### src/rtl/ldmx_link_tx.sv
// LDMX event link transmitter: frames payload words as SOP / payload / TRAILER / EOP
// followed by a minimum idle gap, with per-event length and checksum.
module ldmx_link_tx #(
  parameter int MIN_GAP = 2,
  parameter int MAX_LEN = 2047
) (
  input  logic        clk_link,
  input  logic        reset,
  input  logic        enable,
  input  logic [7:0]  fpga_id,
  input  logic [31:0] evt_data,
  input  logic        evt_valid,
  input  logic        evt_last,
  output logic        evt_ready,
  output logic [31:0] link_data,
  output logic [3:0]  link_is_k,
  output logic        link_valid,
  output logic        tx_busy,
  output logic [31:0] events_sent
);

  localparam logic [31:0] IDLE_WORD = 32'h505050BC;
  localparam logic [31:0] EOP_WORD  = 32'h000000DC;
  localparam logic [3:0]  K_CTRL    = 4'b0001;
  localparam logic [10:0] MAX_LEN_W = 11'(MAX_LEN);
  localparam logic [3:0]  GAP_LOAD  = 4'(MIN_GAP - 1);

  typedef enum logic [2:0] {
    ST_IDLE,
    ST_SOP,
    ST_PAYLOAD,
    ST_TRAILER,
    ST_EOP,
    ST_GAP
  } state_t;

  state_t      state, state_next;
  logic [10:0] len;
  logic [15:0] csum;
  logic        trunc;
  logic [3:0]  gap_cnt;
  logic [31:0] data_next;
  logic [3:0]  k_next;
  logic        valid_next;
  logic        xfer;
  logic        keep;

  assign evt_ready = (state == ST_PAYLOAD);
  assign tx_busy   = (state != ST_IDLE);
  assign xfer      = evt_ready && evt_valid;
  // Words past MAX_LEN are still consumed, but only counted ones reach the link.
  assign keep      = xfer && (len < MAX_LEN_W);

  always_ff @(posedge clk_link) begin
    if (reset) begin
      state <= ST_IDLE;
    end else begin
      state <= state_next;
    end
  end

  always_comb begin
    state_next = state;
    data_next  = IDLE_WORD;
    k_next     = K_CTRL;
    valid_next = 1'b1;
    case (state)
      ST_IDLE: begin
        valid_next = enable;
        if (enable && evt_valid) state_next = ST_SOP;
      end
      ST_SOP: begin
        data_next  = {fpga_id, events_sent[7:0], 8'h00, 8'h3C};
        state_next = ST_PAYLOAD;
      end
      ST_PAYLOAD: begin
        if (keep) begin
          data_next = evt_data;
          k_next    = 4'b0000;
        end
        if (xfer && evt_last) state_next = ST_TRAILER;
      end
      ST_TRAILER: begin
        data_next  = {trunc, 4'h0, len, csum};
        k_next     = 4'b0000;
        state_next = ST_EOP;
      end
      ST_EOP: begin
        data_next  = EOP_WORD;
        state_next = ST_GAP;
      end
      ST_GAP: begin
        // Leaving straight for SOP keeps the idle run at exactly MIN_GAP words.
        if (gap_cnt == 4'd0) state_next = (enable && evt_valid) ? ST_SOP : ST_IDLE;
      end
      default: state_next = ST_IDLE;
    endcase
  end

  always_ff @(posedge clk_link) begin
    if (reset) begin
      link_data   <= 32'h0;
      link_is_k   <= 4'h0;
      link_valid  <= 1'b0;
      events_sent <= 32'h0;
      len         <= 11'd0;
      csum        <= 16'h0;
      trunc       <= 1'b0;
      gap_cnt     <= 4'd0;
    end else begin
      link_data  <= data_next;
      link_is_k  <= k_next;
      link_valid <= valid_next;
      case (state)
        ST_SOP: begin
          len   <= 11'd0;
          csum  <= 16'h0;
          trunc <= 1'b0;
        end
        ST_PAYLOAD: begin
          if (keep) begin
            len  <= len + 11'd1;
            csum <= csum + evt_data[31:16] + evt_data[15:0];
          end else if (xfer) begin
            trunc <= 1'b1;
          end
        end
        ST_EOP: begin
          events_sent <= events_sent + 32'd1;
          gap_cnt     <= GAP_LOAD;
        end
        ST_GAP: begin
          if (gap_cnt != 4'd0) gap_cnt <= gap_cnt - 4'd1;
        end
        default: ;
      endcase
    end
  end

endmodule
### config.mk
export PLATFORM = sky130hd
export DESIGN_NAME = ldmx_link_tx
export DESIGN_NICKNAME = d
export VERILOG_FILES = /design/src/rtl/ldmx_link_tx.sv
export SDC_FILE = /design/constraint.sdc
export NUM_CORES = 1
export LEC_CHECK = 0
export CAP_MARGIN = 15
export CORE_MARGIN = 2
export CORE_UTILIZATION = 38
export CTS_BUF_LIST = sky130_fd_sc_hd__clkbuf_4 sky130_fd_sc_hd__clkbuf_8
export DETAILED_ROUTE_END_ITERATION = 10
export PLACE_DENSITY_LB_ADDON = 0.12
export SYNTH_ARGS = -nofsm -noshare
export SYNTH_HDL_FRONTEND = slang
export SYNTH_SLANG_ARGS = --single-unit
### constraint.sdc
create_clock -name clk_link -period 3 [get_ports clk_link]
set_input_delay 0.6 -clock clk_link [delete_from_list [all_inputs] [get_ports clk_link]]
set_output_delay 0.6 -clock clk_link [all_outputs]
set_load 0.02 [all_outputs]
==> results of run 1 <==
==> metrics by stage <==
| stage | util [%] | instances | instance area [um^2] | setup slack [ns] |
|---|---|---|---|---|
| floorplan | - | 591 | 5220 | 0.01195 |
| detailed placement | 50.48 | 887 | 6711 | -0.5354 |
| global route | 52.18 | 903 | 6938 | -0.01200 |
| CTS | 52.00 | 903 | 6913 | 0.02365 |
| global placement | 50.48 | 887 | 6711 | -0.5297 |
| finish | 52.18 | 903 | 6938 | 0.1151 |
==> critical path: stages <==
cell and delay (ns):
clkdlybuf4s50_1 0.51, fa_2 0.48, fa_1 0.45, a211o_1 0.29, a21oi_2 0.18, o21ai_2 0.08
o21ai_1 0.14, mux2_2 0.33, o21ai_0 0.12
==> cell usage in the layout (no fill, tap or decap), drive strengths merged, types with 4 or more instances in the layout <==
cell / count
nor4: 4
a221oi: 4
o21ai: 14
fa: 16
a22oi: 11
nor3: 15
nand3: 26
nand2: 35
a31oi: 7
xor2: 32
ha: 18
o22ai: 4
mux2i: 11
and4: 5
nand4: 18
clkbuf: 10
dfxtp: 101
xnor2: 21
nor2: 111
a21oi: 42
buf: 40
nand2b: 6
clkdlybuf4s50: 108
a21o: 5
inv: 11
and3: 7
==> path summary, 6_finish.rpt <==
| check | startpoint | to | slack (ns) | cells past startpoint |
|---|---|---|---|---|
| max | evt_data[18] | csum[13]$_SDFFE_PP0P_ | 0.12 | 9 |
| min | csum[1]$_SDFFE_PP0P_ | csum[1]$_SDFFE_PP0P_ | 0.49 | 2 |
| max reg2reg | csum[1]$_SDFFE_PP0P_ | csum[13]$_SDFFE_PP0P_ | 0.36 | 9 |
| min reg2reg | csum[1]$_SDFFE_PP0P_ | csum[1]$_SDFFE_PP0P_ | 0.49 | 2 |
==> what timing repair did <==
| action | in CTS | in global routing |
|---|---|---|
| hold endpoints to repair | 0 | 0 |
| gates resized for setup | 4 | 6 |
| pin swaps | 3 | 4 |
| endpoints found under the setup margin | 1 | 4 |
| setup buffers | 0 | 0 |
==> registers in the layout, indices dropped and copies added, names as in the netlist <==
signal and cells:
events_sent 32, link_data 32, csum 16, len 11, gap_cnt 4, state 3, link_is_k 1, link_valid 1
trunc 1
==> final cells by class <==
cell class	instances	area, um^2
repair buffers	151	1409
clock buffers	10	131.4
well taps	176	220.2
fillers	1276	6357
multi-input cells	450	3052
inverters	9	33.78
flip-flops and latches	101	2022
clock inverters	6	70.07
==> power by group through the flow <==
| stage | Clock (W) | Combinational, W | Sequential (W) |
|---|---|---|---|
| after floorplan | 0 | 0.000423 | 0.00146 |
| after global placement | 0 | 0.000766 | 0.00144 |
| after detailed placement | 0 | 0.000768 | 0.00144 |
| after CTS | 0.000933 | 0.000776 | 0.00141 |
| after global routing | 0.000988 | 0.000864 | 0.00142 |
| final | 0.000906 | 0.000785 | 0.00141 |
==> kinds of logic (layout without fill, tap and decap cells) <==
logic type,count (synthesis),after routing,share of synthesized area (%)
simple gates,240,240,22.87
compound gates,107,107,13.02
flops,101,101,38.82
xor+xnor,53,53,8.912
buf+inv,40,176,3.291
fa+ha+maj,34,34,10.47
mux,13,13,2.546
other cells,1,3,0.07199
==> routing by layer <==
metal | share of wire (%) | global-route usage, % | up-vias
met5 | 0 | 0 | -
met4 | 2.9 | 8.794 | 0
met3 | 6.2 | 3.853 | 29
met2 | 45 | 31.67 | 138
met1 | 46 | 27.22 | 2232
li1 | - | - | 2313
==> flow_metrics.py, run 1 <==
metrics = {
    "run_status": {
        "status": "complete, no violations",
    },
    "clocking": {
        "clkLatencyLatePin_ns": 0.39,
        "ctsHoldBuffers": 0,
        "clkTransAtPathRegs_ns": 0.10,
        "cts_sinks": 101,
        "numCtsBuffers": 9,
        "cts_root_buffer": "clkbuf_8",
        "cts_tree": "yes",
        "cts_buffer_depth": 2,
        "h-tree-depth": 3,
    },
    "die": {
        "initial_core_util_pct": 39.18,
        "die_h_um": 121.1,
        "core_area_um2": 13300,
        "num_io_pins": 116,
        "rows": 42,
        "die_area_um2": 14660,
        "die-width_um": 121.1,
    },
    "synth": {
        "ys_top_cells_by_count": "110 x nor2_1, 101 x dfxtp_1, 42 x a21oi_1",
        "ys_seq_area_share_pct": 38.82,
        "synth.avg_cell_area_um2": 8.843,
        "yosysMostFrequentCell": "nor2_1",
        "synth.distinct_cells": 57,
        "yosys_warnings": 0,
        "syn_inst": 589,
        "synth_ff_type": "dfxtp_1",
        "synth_top_area_cell": "dfxtp_1",
        "synth_async_sr_flop_share_pct": 0,
        "synthTopCellsByArea": "dfxtp_1 39%, nor2_1 7.9%, fa_1 6.1%",
        "synth_area_um2": 5209,
        "ys_ff_latch": 101,
        "synth_edf_count": 0,
        "synth.top_cell.area_share_pct": 38.82,
    },
    "critical_path": {
        "cp.arrival_ns": 3.21,
        "cp_max_fo": 2,
        "critPathLaunchType": "input port",
        "required_ns": 3.32,
        "critical_path_class": "input port to flip-flop",
        "endpoint_kind": "flip-flop",
    },
    "grt": {
        "grt_pass1_wl_um": 23310,
        "grt_usage_pct": 20.25,
        "grt_max_degree": 30,
        "grt.overflow.total": 0,
        "grt_pass1_vias": 4586,
        "antenna_found_initial": 0,
    },
    "power_and_ir_drop": {
        "swShare_pct": 30.68,
        "p_seq_share_pct": 45.5,
        "p_leak_nw": 2.651,
        "p_sw_w": 0.0009517,
        "peakVddDrop_uv": 169.7,
        "powerDensity_nw_per_um2": 447.1,
        "pwr-share-comb_pct": 25.3,
        "p_total_w": 0.003102,
        "power.internal_w": 0.002150,
        "clock_power_share_pct": 29.2,
    },
    "timing": {
        "finalHoldViolCount": 0,
        "finalSetupTns_ns": 0,
        "whs_ns": 0.4927,
        "fin_skew_ns": 0.01422,
        "min_period_ns": 2.885,
        "min_period_over_period_pct": 96.16,
        "tightest_slew_ns": 0.5851,
        "setup_viol": 0,
        "slew_viol_final": 0,
        "relSlewSlack_pct": 61.00,
        "fmax_ghz": 0.3466,
    },
    "run": {
        "maxCapViolCount": 0,
    },
    "drt": {
        "drcViolationCount": 0,
        "drtIter0Drc": 249,
        "wl_um": 14350,
        "viasPerCell": 5.218,
        "num_vias": 4712,
        "ant_nets": 0,
        "wl_per_cell_um": 15.89,
        "dr.pass1.iters": 5,
    },
    "finish": {
        "nNetsFinal": 801,
        "area_delta_synth_final_pct": 33.20,
        "diodes": 0,
        "drive_above_1_share_pct": 10.18,
    },
    "hold_path": {
        "hold_class": "flip-flop to flip-flop",
    },
    "placement": {
        "dp.final_hpwl_um": 10690,
        "gp_congestion": 0.9108,
        "portBuffers": 112,
    },
}
(Power assumes the default switching activity.)
==> inputs of run 2 (changes only) <==
- CELL_PAD_IN_SITES_DETAIL_PLACEMENT: not set -> 1
- CELL_PAD_IN_SITES_GLOBAL_PLACEMENT: not set -> 1
- CORE_UTILIZATION: 38 -> 35
- CTS_CLUSTER_DIAMETER: not set -> 30
- SLEW_MARGIN: not set -> 20
==> flow_metrics.py, run 2 (synthesized netlist as in run 1, its figures left out) <==
metrics = {
    "hold_path": {
        "hold_start": "csum[1]$_SDFFE_PP0P_",
        "worst_hold_path.endpoint": "csum[1]$_SDFFE_PP0P_",
        "hold_path_depth": 2,
        "hold_class": "flip-flop to flip-flop",
    },
    "critical_path": {
        "crit_family": "compound AO/OA/AOI/OAI gates",
        "reg2reg_depth": 9,
        "rrSetupSlack_ns": 0.30,
        "critPathLaunchType": "input port",
        "timing.rr.start": "csum[1]$_SDFFE_PP0P_",
        "reg2reg_to": "csum[13]$_SDFFE_PP0P_",
        "crit_chain": "clkdlybuf4s50_1 > fa_1 > ha_1 > a211o_1 > a21oi_2 > o21ai_1 > o21ai_1 > mux2_2 > o21ai_0",
        "crit_slowest_cell": "clkdlybuf4s50_1",
        "required_ns": 3.32,
        "endpoint_kind": "flip-flop",
        "cp.arrival_ns": 3.21,
        "critical_path_class": "input port to flip-flop",
        "cp_max_fo": 5,
        "critPathMaxStageDelay_ns": 0.54,
        "cp.buffers_inverters": 1,
        "cp_common_cell": "o21ai_1",
    },
    "finish": {
        "reg_top3": "events_sent x32, link_data x32, csum x16",
        "drive_above_1_share_pct": 10.93,
        "final_common_cell": "nor2_1",
        "stdcell_count": 916,
        "diodes": 0,
        "area_delta_synth_final_pct": 34.76,
        "postLayoutCellArea_um2": 7019,
        "final_cell_mix": "110 x nor2_1, 101 x dfxtp_1, 98 x clkdlybuf4s50_1",
        "nNetsFinal": 806,
    },
    "timing": {
        "min_period_over_period_pct": 96.43,
        "fin_skew_ns": 0.005882,
        "tightest_slew_ns": 0.6864,
        "relSlewSlack_pct": 54.24,
        "worst_slack_ns": 0.1072,
        "setup_viol": 0,
        "fmax_ghz": 0.3457,
        "finalSetupTns_ns": 0,
        "finalHoldViolCount": 0,
        "rsz0062_at_grt": "no",
        "slew_viol_final": 0,
        "min_period_ns": 2.893,
    },
    "drt": {
        "drtIter0Drc": 216,
        "wl_per_cell_um": 17.49,
        "num_vias": 4737,
        "viasPerCell": 5.171,
        "dr.pass1.iters": 4,
        "wl_um": 16020,
        "ant_nets": 0,
        "drcViolationCount": 0,
    },
    "power_and_ir_drop": {
        "peakVddDrop_uv": 188.4,
        "powerDensity_nw_per_um2": 441.7,
        "p_leak_nw": 2.772,
        "p_total_w": 0.003100,
    },
    "grt": {
        "grt_pass1_vias": 4924,
        "grt_pass1_wl_um": 25990,
        "antenna_found_initial": 0,
        "grt_usage_pct": 20.50,
        "grt_max_degree": 28,
        "grt.overflow.total": 0,
    },
    "clocking": {
        "postCtsSetupRepairBufs": 0,
        "clkTransAtPathRegs_ns": 0.10,
        "clkLatencyLatePin_ns": 0.39,
        "numCtsBuffers": 9,
        "h-tree-depth": 3,
        "cts_buffer_depth": 2,
        "cts_sinks": 101,
        "ctsHoldBuffers": 0,
        "cts_tree": "yes",
        "cts_root_buffer": "clkbuf_8",
    },
    "die": {
        "die_area_um2": 15870,
        "num_io_pins": 116,
        "core_area_um2": 14530,
        "initial_core_util_pct": 35.84,
        "rows": 44,
        "die_h_um": 126.0,
        "die-width_um": 126.0,
    },
    "placement": {
        "postPlaceCellArea_um2": 6759,
        "place_inst": 900,
        "post-place-ws_ns": -0.5917,
        "dp.final_hpwl_um": 12350,
        "gp_congestion": 0.9146,
        "portBuffers": 112,
    },
    "run_status": {
        "status": "complete, no violations",
    },
    "run": {
        "maxCapViolCount": 0,
    },
}
## run 2: changes by cell type in the layout (fill, tap and decap cells not counted), moves of 2 or more
cell | before | now
clkinvlp_4 | 3 | 1
dlymetal6s2s_1 | 1 | 11
clkdlybuf4s50_1 | 108 | 98
clkbuf_8 | 9 | 12
buf_4 | 39 | 44
## run 2: repair_timing
action / 4_1_cts / 5_1_grt
pin swaps: 3 / 6
gates resized for setup: 5 / 17
setup endpoints to repair: 2 / 5
## run 2: area by class of cell
type,instances,area (um^2)
Multi-Input combinational cell,450,3067
Inverter,9,33.78
Sequential cell,101,2022
Tap cell,184,230.2
Clock inverter,4,30.03
Clock buffer,12,165.2
Fill cell,1745,7515
Timing Repair Buffer,156,1471
## run 2: worst max-delay path by stage
stage	startpoint	endpoint	depth (start not counted)	slack [ns]
floorplan	evt_data[1]	csum[13]$_SDFFE_PP0P_	9	0.01
global placement	evt_data[1]	csum[13]$_SDFFE_PP0P_	10	-0.54
detailed placement	evt_data[17]	csum[13]$_SDFFE_PP0P_	10	-0.59
CTS	evt_data[0]	csum[13]$_SDFFE_PP0P_	10	0.01
global route	evt_data[19]	csum[13]$_SDFFE_PP0P_	9	0.002
finish	evt_data[19]	csum[13]$_SDFFE_PP0P_	9	0.11
## run 2: report_power, final
| part | internal, W | total (W) | switching [W] | leakage, nW |
|---|---|---|---|---|
| clock | 0.000373 | 0.000879 | 0.000506 | 0.0990 |
| sequential | 0.00138 | 0.00141 | 0.0000317 | 0.819 |
| combinational | 0.000376 | 0.000810 | 0.000434 | 1.85 |
| total | 0.00213 | 0.00310 | 0.000971 | 2.77 |
## run 2: through the flow
stage / util, % / hold WS, ns
final: 48.30 / 0.4820
after detailed placement: 46.50 / 0.4739
after floorplan: - / 0.4578
after global routing: 48.30 / 0.5155
after global placement: 46.50 / 0.4692
after CTS: 47.89 / 0.4869
## run 2: metal layers
| layer | GRT usage, % | share of wire [%] | vias to the layer above |
|---|---|---|---|
| met3 | 3.229 | 3.7 | 12 |
| met1 | 28.41 | 48 | 2314 |
| met5 | 0 | 0 | - |
| met4 | 6.012 | 1.3 | 0 |
| met2 | 33.11 | 47 | 96 |
| li1 | - | - | 2315 |
## run 2: worst min-delay path, delay by kind of cell (launching register included)
kind | cells | cell delay [ns]
AND/OR/NAND/NOR | 1 | 0.06
flip-flops | 1 | 0.34
AO/OA/AOI/OAI | 1 | 0.05
==> inputs of run 3 (changes only) <==
- CTS_BUF_LIST: sky130_fd_sc_hd__clkbuf_4 sky130_fd_sc_hd__clkbuf_8 -> sky130_fd_sc_hd__clkbuf_4
- GPL_ROUTABILITY_DRIVEN: not set -> 1
==> flow_metrics.py, run 3 (synthesized netlist as in run 1, its figures left out) <==
metrics = {
    "grt": {
        "grt.overflow.total": 0,
        "met2_usage_pct": 33.08,
        "antenna_found_initial": 0,
        "use_met1_pct": 28.43,
        "grt_usage_pct": 20.50,
        "use_met3_pct": 3.356,
        "busiest_layer": "met2",
        "grt_max_degree": 28,
        "grt_pass1_wl_um": 26000,
        "grt_pass1_vias": 4928,
    },
    "power_and_ir_drop": {
        "powerDensity_nw_per_um2": 416.4,
        "pwr-share-comb_pct": 28.0,
        "p_leak_nw": 2.655,
        "clock_power_share_pct": 22.8,
        "p_seq_share_pct": 49.2,
        "peakVddDrop_uv": 157.8,
        "swShare_pct": 33.09,
        "power.internal_w": 0.001921,
        "p_sw_w": 0.0009499,
    },
    "finish": {
        "postLayoutCellArea_um2": 6894,
        "drive_above_1_share_pct": 10.11,
        "final_common_cell": "nor2_1",
        "nNetsFinal": 806,
        "area_delta_synth_final_pct": 32.36,
        "diodes": 0,
        "reg_top3": "events_sent x32, link_data x32, csum x16",
        "final_cell_mix": "110 x nor2_1, 108 x clkdlybuf4s50_1, 101 x dfxtp_1",
    },
    "die": {
        "core_area_um2": 14530,
        "num_io_pins": 116,
        "die_h_um": 126.0,
        "die-width_um": 126.0,
        "die_area_um2": 15870,
        "rows": 44,
        "initial_core_util_pct": 35.84,
    },
    "critical_path": {
        "reg2reg_to": "csum[13]$_SDFFE_PP0P_",
        "reg2reg_depth": 9,
        "critical_path_class": "input port to flip-flop",
        "endpoint_kind": "flip-flop",
        "cp_max_fo": 2,
        "cp.arrival_ns": 3.33,
        "rrSetupSlack_ns": 0.29,
        "crit_start": "evt_data[2]",
        "critPathLaunchType": "input port",
        "required_ns": 3.43,
        "timing.rr.start": "csum[1]$_SDFFE_PP0P_",
    },
    "timing": {
        "tightest_slew_ns": 0.6900,
        "setup_viol": 0,
        "relSlewSlack_pct": 54.00,
        "slew_viol_final": 0,
        "finalHoldViolCount": 0,
        "worst_slack_ns": 0.09497,
        "finalSetupTns_ns": 0,
        "fmax_ghz": 0.3442,
        "fin_skew_ns": 0.01203,
        "min_period_ns": 2.905,
        "min_period_over_period_pct": 96.83,
    },
    "clocking": {
        "cts_buffer_depth": 2,
        "cts_root_buffer": "clkbuf_4",
        "numCtsBuffers": 9,
        "cts_sinks": 101,
        "clkLatencyLatePin_ns": 0.49,
        "cts_tree": "yes",
        "clkTransAtPathRegs_ns": 0.16,
        "h-tree-depth": 3,
    },
    "placement": {
        "postPlaceCellArea_um2": 6759,
        "post-place-ws_ns": -0.5917,
        "dp.final_hpwl_um": 12350,
        "portBuffers": 112,
        "gp_congestion": 0.9146,
    },
    "run": {
        "maxCapViolCount": 0,
    },
    "drt": {
        "num_vias": 4736,
        "drcViolationCount": 0,
        "dr.pass1.iters": 4,
        "ant_nets": 0,
        "drtIter0Drc": 176,
        "wl_per_cell_um": 17.43,
        "wl_um": 15970,
        "viasPerCell": 5.170,
    },
    "run_status": {
        "status": "complete, no violations",
    },
    "hold_path": {
        "worst_hold_path.endpoint": "csum[3]$_SDFFE_PP0P_",
        "hold_path_depth": 2,
        "hold_start": "reset",
        "hold_class": "input port to flip-flop",
    },
}
[run 3: layout make-up]
class | count | area, um^2
clock buffer | 9 | 67.56
clock inverter | 7 | 41.29
fill | 1764 | 7640
inverter | 9 | 33.78
multi-input combinational | 450 | 3045
sequential | 101 | 2022
tap | 184 | 230.2
timing repair buffer | 156 | 1454
[run 3: what timing repair did]
action,in CTS,in global routing
hold buffers,0,0
buffers inserted,0,0
endpoints found under the hold margin,0,0
endpoints found under the setup margin,1,5
pin swaps,2,5
gates resized for setup,1,8
[run 3: metrics by stage]
step                power [W]  std cells  utilization (%)  hold slack (ns)
global placement     0.002216        900            46.50           0.4692
floorplan            0.001883        591                -           0.4578
finish               0.002871        916            47.43           0.4385
global route         0.003025        916            47.43           0.4397
detailed placement   0.002234        900            46.50           0.4739
CTS                  0.002898        916            47.25           0.4085
[run 3: how the worst max path moves through the flow]
stage	end	slack [ns]	cells past startpoint
2_1_floorplan	csum[13]$_SDFFE_PP0P_	0.01	9
3_3_place_gp	csum[13]$_SDFFE_PP0P_	-0.54	10
3_5_place_dp	csum[13]$_SDFFE_PP0P_	-0.59	10
4_1_cts	csum[13]$_SDFFE_PP0P_	0.004	10
5_1_grt	csum[13]$_SDFFE_PP0P_	-0.001	9
6_report	csum[13]$_SDFFE_PP0P_	0.09	9
[run 3: power by group through the flow]
stage	Combinational, W	Sequential (W)	Clock, W
2_1_floorplan	0.000423	0.00146	0
3_3_place_gp	0.000776	0.00144	0
3_5_place_dp	0.000792	0.00144	0
4_1_cts	0.000800	0.00141	0.000684
5_1_grt	0.000883	0.00142	0.000722
6_report	0.000804	0.00141	0.000653
[run 3: critical path: stages]
cell	delay, ns
clkdlybuf4s50_1	0.48
fa_1	0.57
fa_2	0.42
a211o_1	0.34
a21oi_2	0.17
o21ai_1	0.10
o21ai_1	0.17
mux2_2	0.34
o21ai_0	0.14
[run 3: routing by layer]
layer / vias to the layer above / routed length (um)
met5: - / 0
met4: 0 / 182
met3: 13 / 551
met2: 84 / 7566
met1: 2321 / 7669
li1: 2318 / -
==> edit, RTL diff (config.mk and constraints of run 1) <==
Take the reset off `link_data` and load it in a clocked block of its own.
--- a/src/rtl/ldmx_link_tx.sv
+++ b/src/rtl/ldmx_link_tx.sv
@@ -101,3 +101,2 @@
     if (reset) begin
-      link_data   <= 32'h0;
       link_is_k   <= 4'h0;
@@ -110,3 +109,2 @@
     end else begin
-      link_data  <= data_next;
       link_is_k  <= k_next;
@@ -139,2 +137,6 @@
 
+  always_ff @(posedge clk_link) begin
+    link_data <= data_next;
+  end
+
 endmodule
Function: changed (a bounded check fails within 4 cycles, from zero or initial values and one cycle with reset high).
==> edit against run 1 <==
- global-route usage increased by 0.35 points
- worst setup slack improved by 52 ps
- design area decreased by 4.3%
- routed wire length decreased by 2.1%
- sequential cell count unchanged
- synthesized area decreased by 3.8%
- worst hold slack about the same
- total power decreased by 8.2%
- clock power decreased by 7.0%
==> edit: results (changes against run 1) <==
Outcome -> complete, no violations
Drt initial violations -> 308 (+24%)
Area Overhead vs Synth -> 32.5%
Routing usage on met1 -> 27.8% (+0.59 points)
Gate Count Post-Synth -> 551 (-6.5%)
Vias/cell -> 5.15 (-1.2%)
Tot GR Track Use -> 20.6% (+0.35 points)
Worst setup startpoint -> evt_data[2]
RD Place Congestion -> 0.905 (-0.59%)
Synth unique cells -> 56 (-1.8%)
Pin count of the biggest net entering global routing -> 57 (+90%)
Largest cells by area after synthesis -> dfxtp_1 (40%), fa_1 (6.4%), xor2_1 (5.1%)
Post-Syn Area -> 5010 µm² (-3.8%)
Final setup skew -> 17.0 ps (+2.82 ps)
Non-CTS buffers -> 144 (-4.6%)
Worst Reg-to-Reg Cells -> 10 (+1)
Met2 Use GR -> 31.8% (+0.15 points)
Detailed placement HPWL -> 10,500 µm (-1.5%)
Largest stage delay, worst path -> 560 ps (+50 ps)
Slew headroom -> 43.8% (-17 points)
Post-DP Area -> 6440 µm² (-4.1%)
Layout Cells excl Fill -> 855 (-5.3%)
Synth top cells by count -> dfxtp_1 (101), nor2_1 (63), nand2_1 (45)
Number of fillers in the final layout -> 1,241 (-2.7%)
Combinational gate power -> 614 µW (-22%)
Seq/Total Area, Yosys -> 40.4% (+1.5 points)
First-pass GRT wire length -> 23,100 µm (-0.71%)
Static Leak -> 2.53 nW (-4.7%)
Layout cells sized above 1 -> 8.78% (-1.4 points)
Met3 Track Usage GR -> 6.03% (+2.2 points)
Reg2reg end -> csum[11]$_SDFFE_PP0P_
Critical path peak fanout -> 4 (+2)
Worst setup path endpoint -> csum[10]$_SDFFE_PP0P_
DR WL met3 -> 1010 µm (+14%)
Hold path start -> csum[3]$_SDFFE_PP0P_
Inverters -> 21 (+12)
## edit: changes by cell type in the layout (fill, tap and decap cells not counted), sizes merged, moves of 7 or more
cell | before | now
nand2 | 35 | 46
mux2i | 11 | 0
a222oi | 0 | 10
o21ai | 14 | 22
nor2 | 111 | 64
inv | 11 | 20
buf | 40 | 33
a21oi | 42 | 34
a22oi | 11 | 0
a22o | 1 | 17
## edit: what timing repair did
item | 4_1_cts | 5_1_grt
gates cloned | 0 | 0
setup endpoints to repair | 1 | 3
resized for setup | 2 | 4
pin swaps | 0 | 1
hold buffers | 0 | 0
## edit: logic make-up after synthesis
group                    count (synthesis)  synth area share [%]
AND/OR/NAND/NOR                        200                  19.7
AO/OA/AOI/OAI                          112                  14.9
flip-flops                             101                  40.4
XOR/XNOR                                51                  8.92
buffers and inverters                   49                  4.57
adder cells (fa/ha/maj)                 35                  11.1
multiplexers                             2                 0.450
other                                    1                0.0749
## edit: worst min-delay path, stage by stage (launching register included)
cell and delay [ps]:
dfxtp_1 340, nand2_1 60, a21oi_1 50
